==> config.mk <==
export PLATFORM = sky130hd
export DESIGN_NAME = fifo_rd_sched_flat
export DESIGN_NICKNAME = d
export VERILOG_FILES = /design/src/rtl/fifo_rd_sched_pkg.sv /design/src/rtl/fifo_rd_sched_if.sv /design/src/rtl/fifo_rd_sched_cnt.sv /design/src/rtl/fifo_rd_sched.sv /design/src/flat_wrapper.sv
export SDC_FILE = /design/constraint.sdc
export NUM_CORES = 1
export LEC_CHECK = 0
export CAP_MARGIN = 20
export CELL_PAD_IN_SITES_DETAIL_PLACEMENT = 1
export CELL_PAD_IN_SITES_GLOBAL_PLACEMENT = 2
export CORE_ASPECT_RATIO = 1.75
export CORE_MARGIN = 10
export CORE_UTILIZATION = 26
export DETAILED_ROUTE_END_ITERATION = 12
export GPL_TIMING_DRIVEN = 0
export MAX_ROUTING_LAYER = met4
export PLACE_DENSITY = 0.74
export SETUP_SLACK_MARGIN = 0.05
export SLEW_MARGIN = 20
export SYNTH_ARGS = -nofsm -noshare
export SYNTH_HDL_FRONTEND = slang
export SYNTH_SLANG_ARGS = --single-unit
==> constraint.sdc <==
create_clock -name CLK -period 2.65 [get_ports CLK]
set_clock_uncertainty 0.1 [all_clocks]
set_input_delay 0.265 -clock CLK [delete_from_list [all_inputs] [get_ports CLK]]
set_output_delay 0.265 -clock CLK [all_outputs]
set_load 0.02 [all_outputs]
==> src/rtl/fifo_rd_sched_pkg.sv <==
// fifo_rd_sched shared definitions.
// State encoding and widths shared with the FIFO top and UART TX.
package fifo_rd_sched_pkg;

   localparam int DEF_DATA_WIDTH = 8;

   typedef enum logic [2:0] {
      ST_IDLE      = 3'd0,
      ST_POP       = 3'd1,
      ST_WAIT_ACK  = 3'd2,
      ST_WAIT_DONE = 3'd3,
      ST_GAP       = 3'd4
   } state_e;

   function automatic int cnt_width(input int gap_w, input int ack_to);
      int tw;
      tw = $clog2(ack_to);
      if (tw < 1) tw = 1;
      return (gap_w > tw) ? gap_w : tw;
   endfunction

endpackage

==> src/rtl/fifo_rd_sched_if.sv <==
// fifo_rd_sched bus bundle.
// FIFO read side, gap config and consumer handshake.
interface fifo_rd_sched_if
   import fifo_rd_sched_pkg::*;
#(
   parameter int DATA_WIDTH = DEF_DATA_WIDTH,
   parameter int GAP_WIDTH  = 4,
   parameter int CNT_WIDTH  = 16
);
   logic                  en;
   logic                  fifo_empty;
   logic [DATA_WIDTH-1:0] fifo_rdata;
   logic                  fifo_rinc;
   logic [GAP_WIDTH-1:0]  gap_cfg;
   logic                  out_busy;
   logic [DATA_WIDTH-1:0] out_data;
   logic                  out_valid;
   logic                  ctrl_busy;
   logic                  err_timeout;
   logic [CNT_WIDTH-1:0]  word_cnt;

   modport master (
      input  en, fifo_empty, fifo_rdata, gap_cfg, out_busy,
      output fifo_rinc, out_data, out_valid, ctrl_busy,
      output err_timeout, word_cnt
   );

   modport slave (
      output en, fifo_empty, fifo_rdata, gap_cfg, out_busy,
      input  fifo_rinc, out_data, out_valid, ctrl_busy,
      input  err_timeout, word_cnt
   );
endinterface

==> src/rtl/fifo_rd_sched_cnt.sv <==
// Loadable up/down counter.
// Shared by the ack-timeout and inter-word gap phases.
module fifo_rd_sched_cnt #(
   parameter int W = 6
) (
   input  logic         clk_i,
   input  logic         rst_i,
   input  logic         load_i,
   input  logic [W-1:0] load_val_i,
   input  logic         inc_i,
   input  logic         dec_i,
   output logic [W-1:0] cnt_o
);
   logic [W-1:0] cnt_q, cnt_d;

   // Load wins over count; up and down never requested together.
   always_comb begin
      cnt_d = cnt_q;
      if (load_i)     cnt_d = load_val_i;
      else if (inc_i) cnt_d = cnt_q + W'(1);
      else if (dec_i) cnt_d = cnt_q - W'(1);
   end

   // Counter register.
   always_ff @(posedge clk_i) begin
      if (rst_i) cnt_q <= '0;
      else       cnt_q <= cnt_d;
   end

   assign cnt_o = cnt_q;
endmodule

==> src/rtl/fifo_rd_sched.sv <==
// FIFO read scheduler: pop, hand off to serial consumer,
// then hold an idle gap before the next pop.
module fifo_rd_sched
   import fifo_rd_sched_pkg::*;
#(
   parameter int DATA_WIDTH  = DEF_DATA_WIDTH,
   parameter int GAP_WIDTH   = 4,
   parameter int ACK_TIMEOUT = 64,
   parameter int CNT_WIDTH   = 16
) (
   input  logic           CLK,
   input  logic           RST,
   fifo_rd_sched_if.master bus
);
   localparam int CW = cnt_width(GAP_WIDTH, ACK_TIMEOUT);
   localparam logic [CW-1:0] TO_LAST = CW'(ACK_TIMEOUT - 1);

   state_e                state_q, state_d;
   logic                  rinc_q, rinc_d;
   logic                  valid_q, valid_d;
   logic                  err_q, err_d;
   logic [DATA_WIDTH-1:0] data_q, data_d;
   logic [CNT_WIDTH-1:0]  wcnt_q, wcnt_d;

   logic          c_load, c_inc, c_dec;
   logic [CW-1:0] c_val, c_q;

   fifo_rd_sched_cnt #(.W(CW)) u_cnt (
      .clk_i      (CLK),
      .rst_i      (RST),
      .load_i     (c_load),
      .load_val_i (c_val),
      .inc_i      (c_inc),
      .dec_i      (c_dec),
      .cnt_o      (c_q)
   );

   // Next state, next outputs and counter control.
   always_comb begin
      state_d = state_q;
      rinc_d  = 1'b0;
      valid_d = valid_q;
      err_d   = err_q;
      data_d  = data_q;
      wcnt_d  = wcnt_q;
      c_load  = 1'b0;
      c_inc   = 1'b0;
      c_dec   = 1'b0;
      c_val   = '0;
      unique case (state_q)
         ST_IDLE: begin
            if (bus.en && !bus.fifo_empty) begin
               state_d = ST_POP;
               rinc_d  = 1'b1;
               data_d  = bus.fifo_rdata;
            end
         end
         ST_POP: begin
            valid_d = 1'b1;
            state_d = ST_WAIT_ACK;
            c_load  = 1'b1;
         end
         ST_WAIT_ACK: begin
            if (bus.out_busy) begin
               valid_d = 1'b0;
               wcnt_d  = wcnt_q + CNT_WIDTH'(1);
               state_d = ST_WAIT_DONE;
            end else if (c_q == TO_LAST) begin
               // Drop the word; shortest gap, counter loads 0.
               valid_d = 1'b0;
               err_d   = 1'b1;
               state_d = ST_GAP;
               c_load  = 1'b1;
            end else begin
               c_inc = 1'b1;
            end
         end
         ST_WAIT_DONE: begin
            if (!bus.out_busy) begin
               c_load  = 1'b1;
               c_val   = CW'(bus.gap_cfg);
               state_d = ST_GAP;
            end
         end
         ST_GAP: begin
            if (c_q == '0) state_d = ST_IDLE;
            else           c_dec   = 1'b1;
         end
         default: state_d = ST_IDLE;
      endcase
   end

   // State and registered outputs.
   always_ff @(posedge CLK) begin
      if (RST) begin
         state_q <= ST_IDLE;
         rinc_q  <= 1'b0;
         valid_q <= 1'b0;
         err_q   <= 1'b0;
         data_q  <= '0;
         wcnt_q  <= '0;
      end else begin
         state_q <= state_d;
         rinc_q  <= rinc_d;
         valid_q <= valid_d;
         err_q   <= err_d;
         data_q  <= data_d;
         wcnt_q  <= wcnt_d;
      end
   end

   assign bus.fifo_rinc   = rinc_q;
   assign bus.out_valid   = valid_q;
   assign bus.out_data    = data_q;
   assign bus.err_timeout = err_q;
   assign bus.word_cnt    = wcnt_q;
   assign bus.ctrl_busy   = (state_q != ST_IDLE);
endmodule

==> src/flat_wrapper.sv <==
// flat-port wrapper written by rule: the top's interface ports become plain ports
module fifo_rd_sched_flat import fifo_rd_sched_pkg::*;
#(
   parameter int DATA_WIDTH  = DEF_DATA_WIDTH,
   parameter int GAP_WIDTH   = 4,
   parameter int ACK_TIMEOUT = 64,
   parameter int CNT_WIDTH   = 16
)
  (CLK, RST, bus_en, bus_fifo_empty, bus_fifo_rdata, bus_gap_cfg, bus_out_busy, bus_fifo_rinc, bus_out_data, bus_out_valid, bus_ctrl_busy, bus_err_timeout, bus_word_cnt);
  fifo_rd_sched_if #(.DATA_WIDTH(DATA_WIDTH), .GAP_WIDTH(GAP_WIDTH), .CNT_WIDTH(CNT_WIDTH)) bus_i ();
  input  logic CLK;
  input  logic RST;
  input wire logic [$bits(bus_i.en)-1:0] bus_en;
  input wire logic [$bits(bus_i.fifo_empty)-1:0] bus_fifo_empty;
  input wire logic [$bits(bus_i.fifo_rdata)-1:0] bus_fifo_rdata;
  input wire logic [$bits(bus_i.gap_cfg)-1:0] bus_gap_cfg;
  input wire logic [$bits(bus_i.out_busy)-1:0] bus_out_busy;
  output wire logic [$bits(bus_i.fifo_rinc)-1:0] bus_fifo_rinc;
  output wire logic [$bits(bus_i.out_data)-1:0] bus_out_data;
  output wire logic [$bits(bus_i.out_valid)-1:0] bus_out_valid;
  output wire logic [$bits(bus_i.ctrl_busy)-1:0] bus_ctrl_busy;
  output wire logic [$bits(bus_i.err_timeout)-1:0] bus_err_timeout;
  output wire logic [$bits(bus_i.word_cnt)-1:0] bus_word_cnt;
  assign bus_i.en = bus_en;
  assign bus_i.fifo_empty = bus_fifo_empty;
  assign bus_i.fifo_rdata = bus_fifo_rdata;
  assign bus_i.gap_cfg = bus_gap_cfg;
  assign bus_i.out_busy = bus_out_busy;
  assign bus_fifo_rinc = bus_i.fifo_rinc;
  assign bus_out_data = bus_i.out_data;
  assign bus_out_valid = bus_i.out_valid;
  assign bus_ctrl_busy = bus_i.ctrl_busy;
  assign bus_err_timeout = bus_i.err_timeout;
  assign bus_word_cnt = bus_i.word_cnt;
  fifo_rd_sched #(.DATA_WIDTH(DATA_WIDTH), .GAP_WIDTH(GAP_WIDTH), .ACK_TIMEOUT(ACK_TIMEOUT), .CNT_WIDTH(CNT_WIDTH)) u_core (.CLK(CLK), .RST(RST), .bus(bus_i));
endmodule
# Word-level counts from Yosys, hierarchy flattened
# Index checks and enable logic that the tools add are counted.
[op_classes]
addsub = 3
n_eq_ne = 9
n_mux = 24
bitwise_logic = 2
n_reduce_logical = 13
[ops]
columns = ["operator", "count"]
rows = [
  ["2-to-1 mux 6 bit", 4],
  ["adder 16 x 1 -> 16 bit, second input constant", 1],
  ["2-to-1 mux 3 bit", 5],
  ["case mux 3 bit (5 select lines)", 1],
  ["2-to-1 mux 1 bit", 11],
  ["adder 6 x 1 -> 6 bit, second input constant", 1],
  ["equality test 3 x 2 -> 1 bit, second input constant", 2],
  ["equality test 6 bit, second input constant", 1],
  ["zero test 6 bit", 1],
  ["AND reduction 2 bit", 3],
  ["nonzero test 3 bit", 2],
  ["subtractor 6 x 1 -> 6 bit, second input constant", 1],
  ["2-to-1 mux 4 bit", 1],
  ["inequality test 2 x 1 -> 1 bit, second input constant", 2],
  ["AND reduction 4 bit", 1],
  ["equality test 3 x 1 -> 1 bit, second input constant", 1],
  ["equality test 3 bit, second input constant", 1],
  ["zero test 3 bit", 1],
  ["inequality test 3 x 2 -> 1 bit, second input constant", 1],
  ["case mux 1 bit (3 select lines)", 1],
  ["AND reduction 3 bit", 1],
  ["inequality test 2 bit, second input constant", 1],
  ["inverter 1 bit", 2],
  ["case mux 1 bit (2 select lines)", 1],
  ["4 further kinds", 4],
]
[totals]
reg_bits = 36
output_inout_bits = 28

# Longest topological paths before layout
# Gate-level depths: netlist of the first run.
[depth]
ltp_word = 6
ltp_mapped = 9
mapped_depth_nobuf = 8

# Hierarchy
# From an unflattened synthesis of the first run, not the netlist that was laid out.
[unflattened]
cells_unflattened = 219
area_unflattened_um2 = 1851.8
[by_module_without_submodules]
columns = ["mod", "n_inst", "cells_per_inst", "area_per_inst_um2", "seq_area_each_um2"]
rows = [
  ["fifo_rd_sched", 1, 170, 1402.6, 600.6],
  ["fifo_rd_sched_cnt", 1, 49, 449.2, 120.1],
]

# Worst setup path before layout of the first run
# No wires, ideal clock.
[synth_timing]
path_type = "register to register"
from = "reg u_core.u_cnt.cnt_q[0] (netlist: u_core.u_cnt.cnt_o[0])"
to = "reg u_core.u_cnt.cnt_q[5] (netlist: u_core.u_cnt.cnt_o[5])"
setup_time_ns = 0.121
t_arrival_ns = 2.302
slack_ns = 0.127
path_stages_with_launch = 9
synth_period_minus_slack_ns = 2.523
cell_sequence = "dfxtp_1 -> nand2_1 -> o311ai_4 -> ha_1 -> a211oi_1 -> o21bai_1 -> a21oi_1 -> mux2i_1 -> mux2_2"
[synth_via]
elab_chain_len = 6
[synth_lines]
columns = ["element", "line", "source"]
rows = [
  ["start: declaration", "fifo_rd_sched_cnt.sv:14", "logic [W-1:0] cnt_q, cnt_d;"],
  ["start signal: assignment", "fifo_rd_sched_cnt.sv:27", "else cnt_q <= cnt_d;"],
  ["branches (longest 6 deep; another with subtractor 6 x 1 -> 6 bit)", "--", ""],
]
# Several ways; the timed one is not identified. The select of a mux whose other input is x is not followed.
# A chain may end at the register's enable or synchronous reset.

# Worst setup path after layout of the first run
[layout_timing]
from = "reg u_core.state_q[1]"
to = "reg u_core.u_cnt.cnt_q[5] (netlist: u_core.u_cnt.cnt_o[5])"
[layout_via]
elab_chain_len = 4
[layout_lines]
columns = ["element", "line", "source"]
rows = [
  ["start: declaration", "fifo_rd_sched.sv:18", "state_e state_q, state_d;"],
  ["start signal: assignment", "fifo_rd_sched.sv:103", "state_q <= state_d;"],
  ["equality test 3 x 2 -> 1 bit", "fifo_rd_sched.sv:50", "unique case (state_q)"],
  ["2-to-1 mux 1 bit", "fifo_rd_sched.sv:50", ""],
  ["2-to-1 mux 6 bit", "fifo_rd_sched_cnt.sv:20", "else if (inc_i) cnt_d = cnt_q + W'(1);"],
  ["2-to-1 mux 6 bit", "fifo_rd_sched_cnt.sv:19", "if (load_i) cnt_d = load_val_i;"],
]
# Parallel ways exist; a longest one is shown, timed or not.

==> results of run 1 <==
==> Yosys cell counts, types with 2 or more instances <==
cell type  instances  share of area
dfxtp_1           36           0.40
nor2_1            34          0.071
a21oi_1           12          0.034
mux2i_1           12          0.067
nand2_1           11          0.023
xnor2_1           10          0.049
nor3_1             7          0.020
o21ai_0            6          0.017
clkbuf_1           5          0.010
ha_1               5          0.035
nand3_1            5          0.014
nand4_1            5          0.017
xor2_1             5          0.024
a211oi_1           4          0.017
buf_2              4          0.011
inv_1              4         0.0084
a22oi_1            3          0.013
or3_1              3          0.010
a21o_1             2         0.0084
and3_1             2         0.0070
nor4_1             2         0.0070
o21bai_1           2         0.0084
==> cell usage in the layout (no fill, tap or decap), drive strengths merged, types with 2 or more instances in the layout <==
| master | synthesis | final |
|---|---|---|
| a211oi | 4 | 4 |
| a21o | 2 | 2 |
| a21oi | 12 | 12 |
| a22oi | 3 | 3 |
| and3 | 2 | 2 |
| and3b | 2 | 2 |
| buf | 4 | 12 |
| clkbuf | 5 | 10 |
| clkdlybuf4s50 | 0 | 42 |
| dfxtp | 36 | 36 |
| ha | 5 | 5 |
| inv | 4 | 4 |
| mux2i | 12 | 12 |
| nand2 | 12 | 12 |
| nand3 | 5 | 5 |
| nand4 | 6 | 6 |
| nor2 | 34 | 34 |
| nor3 | 7 | 7 |
| nor4 | 2 | 2 |
| o21ai | 7 | 7 |
| o21bai | 2 | 2 |
| or3 | 3 | 3 |
| xnor2 | 10 | 10 |
| xor2 | 5 | 5 |
==> per-stage QoR <==
step / hold slack [ps] / area, um2 / util
floorplan: 308.9 / 1790 / -
global placement: 373.4 / 2326 / 0.3417
detailed placement: 378.3 / 2326 / 0.3417
CTS: 388.8 / 2495 / 0.3665
global route: 426.3 / 2571 / 0.3778
finish: 379.1 / 2571 / 0.3778
==> sequential cells by signal (all words and copies together) (netlist names) <==
signal,flops
u_core.bus.err_timeout,1
u_core.bus.fifo_rinc,1
u_core.u_cnt.cnt_o,6
u_core.bus.out_valid,1
u_core.state_q,3
u_core.bus.out_data,8
u_core.bus.word_cnt,16
==> power groups by stage <==
stage / combinational (mW) / sequential (mW) / clock, mW
after floorplan: 0.582 / 0.714 / 0
after global placement: 0.838 / 0.706 / 0
after detailed placement: 0.848 / 0.709 / 0
after CTS: 0.880 / 0.708 / 0.560
after global routing: 1.04 / 0.731 / 0.578
final: 0.941 / 0.716 / 0.539
==> path summary, 6_finish.rpt <==
check                                end                    from
setup / recovery   u_core.u_cnt.cnt_o[5]       u_core.state_q[1]
hold / removal    u_core.bus.err_timeout  u_core.bus.err_timeout
hold reg to reg   u_core.bus.err_timeout  u_core.bus.err_timeout
setup reg to reg   u_core.u_cnt.cnt_o[5]       u_core.state_q[1]
==> final cells by class <==
type                       instances  area share
multi-input combinational        151      0.4102
sequential                        36      0.2881
timing repair buffer              51      0.1903
clock buffer                       5     0.04866
tap                               84     0.04088
buffer                             9     0.01606
inverter                           4    0.005839
==> worst max-delay path: stages (launching register included) <==
cell and delay, ps:
dfxtp_1 300, buf_4 160, and2b_2 200, o311ai_4 150
ha_1 360, a211oi_2 230, o21bai_1 100, a21oi_1 160
mux2i_1 230, mux2_2 350
==> routing by layer <==
metal,global-route usage,wire (um),vias up
met5,-,0,-
met4,0.05638,138,0
met3,0.02755,180,8
met2,0.2007,3157,33
met1,0.1112,2087,820
li1,-,-,819
==> what timing repair did <==
action | 4_1_cts | 5_1_grt
pin swaps | 1 | 4
resized for setup | 8 | 15
setup buffers | 4 | 4
endpoints found under the setup margin | 2 | 1
==> cell families after synthesis <==
logic type      share of synthesized area
simple gates                       0.2264
compound gates                     0.1482
flops                              0.4025
xor+xnor                          0.07337
buf+inv                           0.03005
mux                               0.07338
fa+ha+maj                         0.04612
==> results_dict.tcl, run 1 <==
set metrics [dict create \
    power_frac_comb 0.429 \
    hold_path.class "reg -> reg" \
    clkPwrFrac 0.245 \
    cts_tree "yes" \
    r2r_slack_ps 170 \
    drtIter0Drc 37 \
    cp_max_fo 10 \
    worst_setup_path_start_kind "flop" \
    wl_per_cell_um 16.36 \
    finalCritPeriodShare 0.9342 \
    p_leak_nw 0.9903 \
    worstSetupPathType "reg -> reg" \
    antenna_found_initial 0 \
    htree_levels 2 \
    cts_buffers 5 \
    io_buffers 43 \
    power_frac_seq 0.326 \
    grt_pass1_wl_mm 9.190 \
    slew_headroom 0.4427 \
    cts-root-buf "clkbuf_16" \
    final_layout_size_suffix_gt1_frac 0.1523 \
    ys_seq_elements 36 \
    die_w_um 82.73 \
    multi_input_area_um2 1055 \
    r2r_cells 9 \
    grt_use_total 0.1139 \
    synth_cell_types 43 \
    internal_power_mw 1.423 \
    synthesis.instances 200 \
    grt-ovfl-total 0 \
    rsz0062_at_grt "no" \
    p_sw_mw 0.7727 \
    gp_congestion 0.7271 \
    syn_nets 223 \
    io_pins 45 \
    final_cells 340 \
    worstMarginPinSlew_ps 827.2 \
    route.detailed.drc 0 \
    clockBufferDepth 2 \
    drt_pass1_iterations 4 \
    hold_buffers 0 \
    viasPerCell 4.941 \
    nets 281 \
    dp_hpwl_mm 4.192 \
    routed_wl_mm 5.563 \
    vias 1680 \
    syn_area_um2 1790 \
    swShare 0.3519 \
    syn_to_final_growth_pct 43.61 \
    max_freq_mhz 404.0 \
    drv_slew 0 \
    grt_pass1_vias 1889 \
    dpl_worst_slack_ps -492.7 \
    core_um2 6807 \
    clock_latency_ps 280 \
    yosysWarnings 0 \
    clk_pin_slew_ps 50 \
    synthArstFlopShare 0 \
    hold_viol_final 0 \
    dieArea_um2 10740 \
    powerDensity_nw_per_um2 853.9 \
    end_kind "flop" \
    die_y_um 129.8 \
    peakVddDrop_uv 407.2 \
    worstPathRequired_ps 2720 \
    status "finished, final reports clean" \
    grt_max_degree 11 \
    clock-sinks 36 \
    synth-edff-count 0 \
    seq_area_um2 740.7 \
    holdPathStages 2 \
    ys_seq_area_frac 0.4025 \
    crit_arrival_ps 2540 \
    nFillCells 839 \
    setup_ws_ps 174.5 \
    setup_viol 0 \
    start_util 0.2631 \
    avgSynthCellArea_um2 8.952 \
    power_mw 2.195 \
    dominantRegCellSynth "dfxtp_1" \
    row_count 40 \
    dp_cells 327 \
    diodes 0 \
    layout_min_cycle_time_ps 2476 \
    antenna_left 0 \
    setup_tns_ps 0 \
    drv_cap 0 \
]
(Power assumes the default switching activity.)
==> run 2: changes to the inputs <==
Settings changed: CORE_UTILIZATION 26 to 28, PLACE_DENSITY 0.74 to 0.77, SYNTH_HIERARCHICAL from default to 1, TNS_END_PERCENT from default to 20.
Clock period 2.65 ns to 2.75 ns, I/O delays scaled along.
==> run 2 against run 1 <==
  * Power is 16% lower
  * Final cell count is 4.1% higher
  * Die area is 3.2% lower
  * Count of clock-buffer cells in the layout is 3 higher
  * Sequential cell count stayed put
  * Non-clock buffer count is 7 lower
  * First-iteration DRC count is 54% higher
  * Global-route usage is 0.44 points lower
  * Critical path depth stayed put
  * Setup slack better by 110 ps
  * Largest cell class unchanged
==> results_dict.tcl, run 2 <==
set metrics [dict create \
    status "finished, final reports clean" \
    end_kind "flop" \
    yosys.area.top_type "dfxtp_1" \
    powerDensity_nw_per_um2 718.9 \
    grt_max_degree 12 \
    avgSynthCellArea_um2 8.456 \
    route.detailed.drc 0 \
    cp_cell_sequence "nand2_1 -> or3_1 -> and2_4 -> inv_1 -> ha_4 -> a21o_1 -> a21oi_1 -> a21oi_1 -> o32ai_2" \
    wl_per_cell_um 15.07 \
    synth_cell_types 49 \
    crit_buf_inv 1 \
    cts_buffers 5 \
    clkPwrFrac 0.303 \
    dp_hpwl_mm 4.226 \
    yosysWarnings 6 \
    routed_wl_mm 5.334 \
    die_y_um 127.6 \
    setup_viol 0 \
    yosys-top-cells-count "36 x dfxtp_1, 22 x a21oi_1, 22 x nand2_1" \
    max_freq_mhz 406.2 \
    yosysMostFrequentCell "dfxtp_1" \
    r2r_slack_ps 290 \
    vias 1741 \
    antenna_left 0 \
    most-common-layout-cells "44 x clkdlybuf4s50_1, 34 x dfxtp_1, 22 x nand2_1, 22 x a21oi_1, 17 x nor2_1" \
    syn_to_final_growth_pct 39.12 \
    synthArstFlopShare 0 \
    ys_seq_elements 36 \
    cts_tree "yes" \
    holdPathStages 2 \
    crit_arrival_ps 2550 \
    swShare 0.3322 \
    drv_slew 0 \
    worst_setup_path_start_kind "flop" \
    power_frac_comb 0.349 \
    dominantRegCellSynth "dfxtp_1" \
    multi_input_area_um2 1101 \
    syn_area_um2 1852 \
    synth_area_leaders "dfxtp_1 39%, a21oi_1 5.9%, nand2_1 4.5%" \
    worstSetupStartpoint "u_core/u_cnt/cnt_o[1]" \
    internal_power_mw 1.237 \
    antenna_found_initial 0 \
    grt-ovfl-total 0 \
    diodes 0 \
    worstPathRequired_ps 2840 \
    clock_latency_ps 270 \
    rsz0062_at_grt "no" \
    cts-root-buf "clkbuf_16" \
    slowest_delay_ps 420 \
    hold_buffers 0 \
    nFillCells 782 \
    p_leak_nw 0.8787 \
    clockBufferDepth 2 \
    r2r_cells 9 \
    layout_commonest_cell "clkdlybuf4s50_1" \
    slew_headroom 0.2895 \
    gp_congestion 0.7180 \
    power_frac_seq 0.347 \
    drtIter0Drc 57 \
    grt_use_total 0.1095 \
    worstSetupPathType "reg -> reg" \
    start_util 0.2853 \
    nets 294 \
    layout_min_cycle_time_ps 2462 \
    yosys.area.top_type_share 0.3892 \
    viasPerCell 4.918 \
    io_pins 45 \
    seq_area_um2 723.2 \
    dpl_worst_slack_ps -273.0 \
    clk_pin_slew_ps 60 \
    hold_viol_final 0 \
    synthesis.instances 219 \
    worstMarginPinSlew_ps 1051 \
    grt_pass1_vias 1849 \
    drv_cap 0 \
    synth-edff-count 0 \
    cpMaxStageDelayCell "or3_1" \
    row_count 39 \
    setup_tns_ps 0 \
    grt_pass1_wl_mm 8.887 \
    setup_ws_ps 288.4 \
    peakVddDrop_uv 276.5 \
    final_layout_size_suffix_gt1_frac 0.08824 \
    finalCritPeriodShare 0.8951 \
    cp_max_fo 6 \
    stdcell_area_um2 2576 \
    dieArea_um2 10390 \
    drt_pass1_iterations 3 \
    whs_ps 356.7 \
    hold_end "u_core/bus.out_data[3]" \
    clock-sinks 36 \
    place_area_um2 2399 \
    crit_family "simple AND/OR/NAND/NOR gates" \
    worstReg2RegEnd "u_core/u_cnt/cnt_o[5]" \
    ys_seq_area_frac 0.3892 \
    p_sw_mw 0.6152 \
    hold_path.class "reg -> reg" \
    htree_levels 2 \
    die_w_um 81.48 \
    hold_start "u_core/bus.out_data[3]" \
    reg2reg_from "u_core/u_cnt/cnt_o[1]" \
    largest_register_ff_count 16 \
    critPathMostFrequentCell "a21oi_1" \
    io_buffers 44 \
    core_um2 6490 \
]
-- run 2: kinds of logic (layout without fill, tap and decap cells) --
group,Yosys count,after routing,share of synthesized area
AND/OR/NAND/NOR,98,98,0.2851
AO/OA/AOI/OAI,46,46,0.1615
flip-flops,36,36,0.3892
XOR/XNOR,14,14,0.06622
buffers and inverters,14,66,0.02905
adder cells (fa/ha/maj),6,6,0.04460
multiplexers,4,4,0.02230
other,1,2,0.002025
-- run 2: how the worst max path moves through the flow --
stage,cells after the start,end,slack (ps)
6_report,9,u_core/u_cnt/cnt_o[5],290
2_1_floorplan,10,u_core/u_cnt/cnt_o[5],260
3_5_place_dp,9,u_core/u_cnt/cnt_o[4],-270
3_3_place_gp,9,u_core/u_cnt/cnt_o[4],-260
5_1_grt,9,u_core/u_cnt/cnt_o[3],80
4_1_cts,10,u_core/u_cnt/cnt_o[4],100
-- run 2: layout make-up --
class | count | area share
Inverter | 5 | 0.007285
Multi-Input combinational cell | 170 | 0.4274
Tap cell | 82 | 0.03983
Buffer | 8 | 0.01408
Timing Repair Buffer | 45 | 0.1739
Sequential cell | 36 | 0.2807
Clock buffer | 8 | 0.05682
-- run 2: stage by stage --
| step | utilization | std cells | total power [mW] |
|---|---|---|---|
| after floorplan | - | 220 | 1.075 |
| after global placement | 0.3696 | 346 | 1.281 |
| after detailed placement | 0.3696 | 346 | 1.293 |
| after CTS | 0.3933 | 354 | 1.874 |
| after global routing | 0.3970 | 354 | 1.988 |
| final | 0.3970 | 354 | 1.852 |
-- run 2: tightest hold or removal path, delay by kind of cell (launching register included) --
family / cells / cell delay, ps
flops: 1 / 300
simple gates: 1 / 50
compound gates: 1 / 50
-- run 2: routing by layer --
layer,share of wire,wire (um),GRT usage
met1,0.40,2160,0.1109
met2,0.54,2900,0.1976
met3,0.034,182,0.01404
met4,0.017,91,0.05220
met5,0,0,-
-- run 2: power groups by stage --
stage               Sequential [mW]  Combinational (mW)  Clock (mW)
floorplan                     0.663               0.413           0
global placement              0.648               0.634           0
detailed placement            0.650               0.642           0
CTS                           0.639               0.649       0.586
global route                  0.655               0.729       0.605
finish                        0.644               0.647       0.562
-- run 2: repair_timing --
item	in CTS	in global routing
buffers inserted	0	1
pin swaps	0	1
resized for setup	3	8
endpoints found under the setup margin	5	4
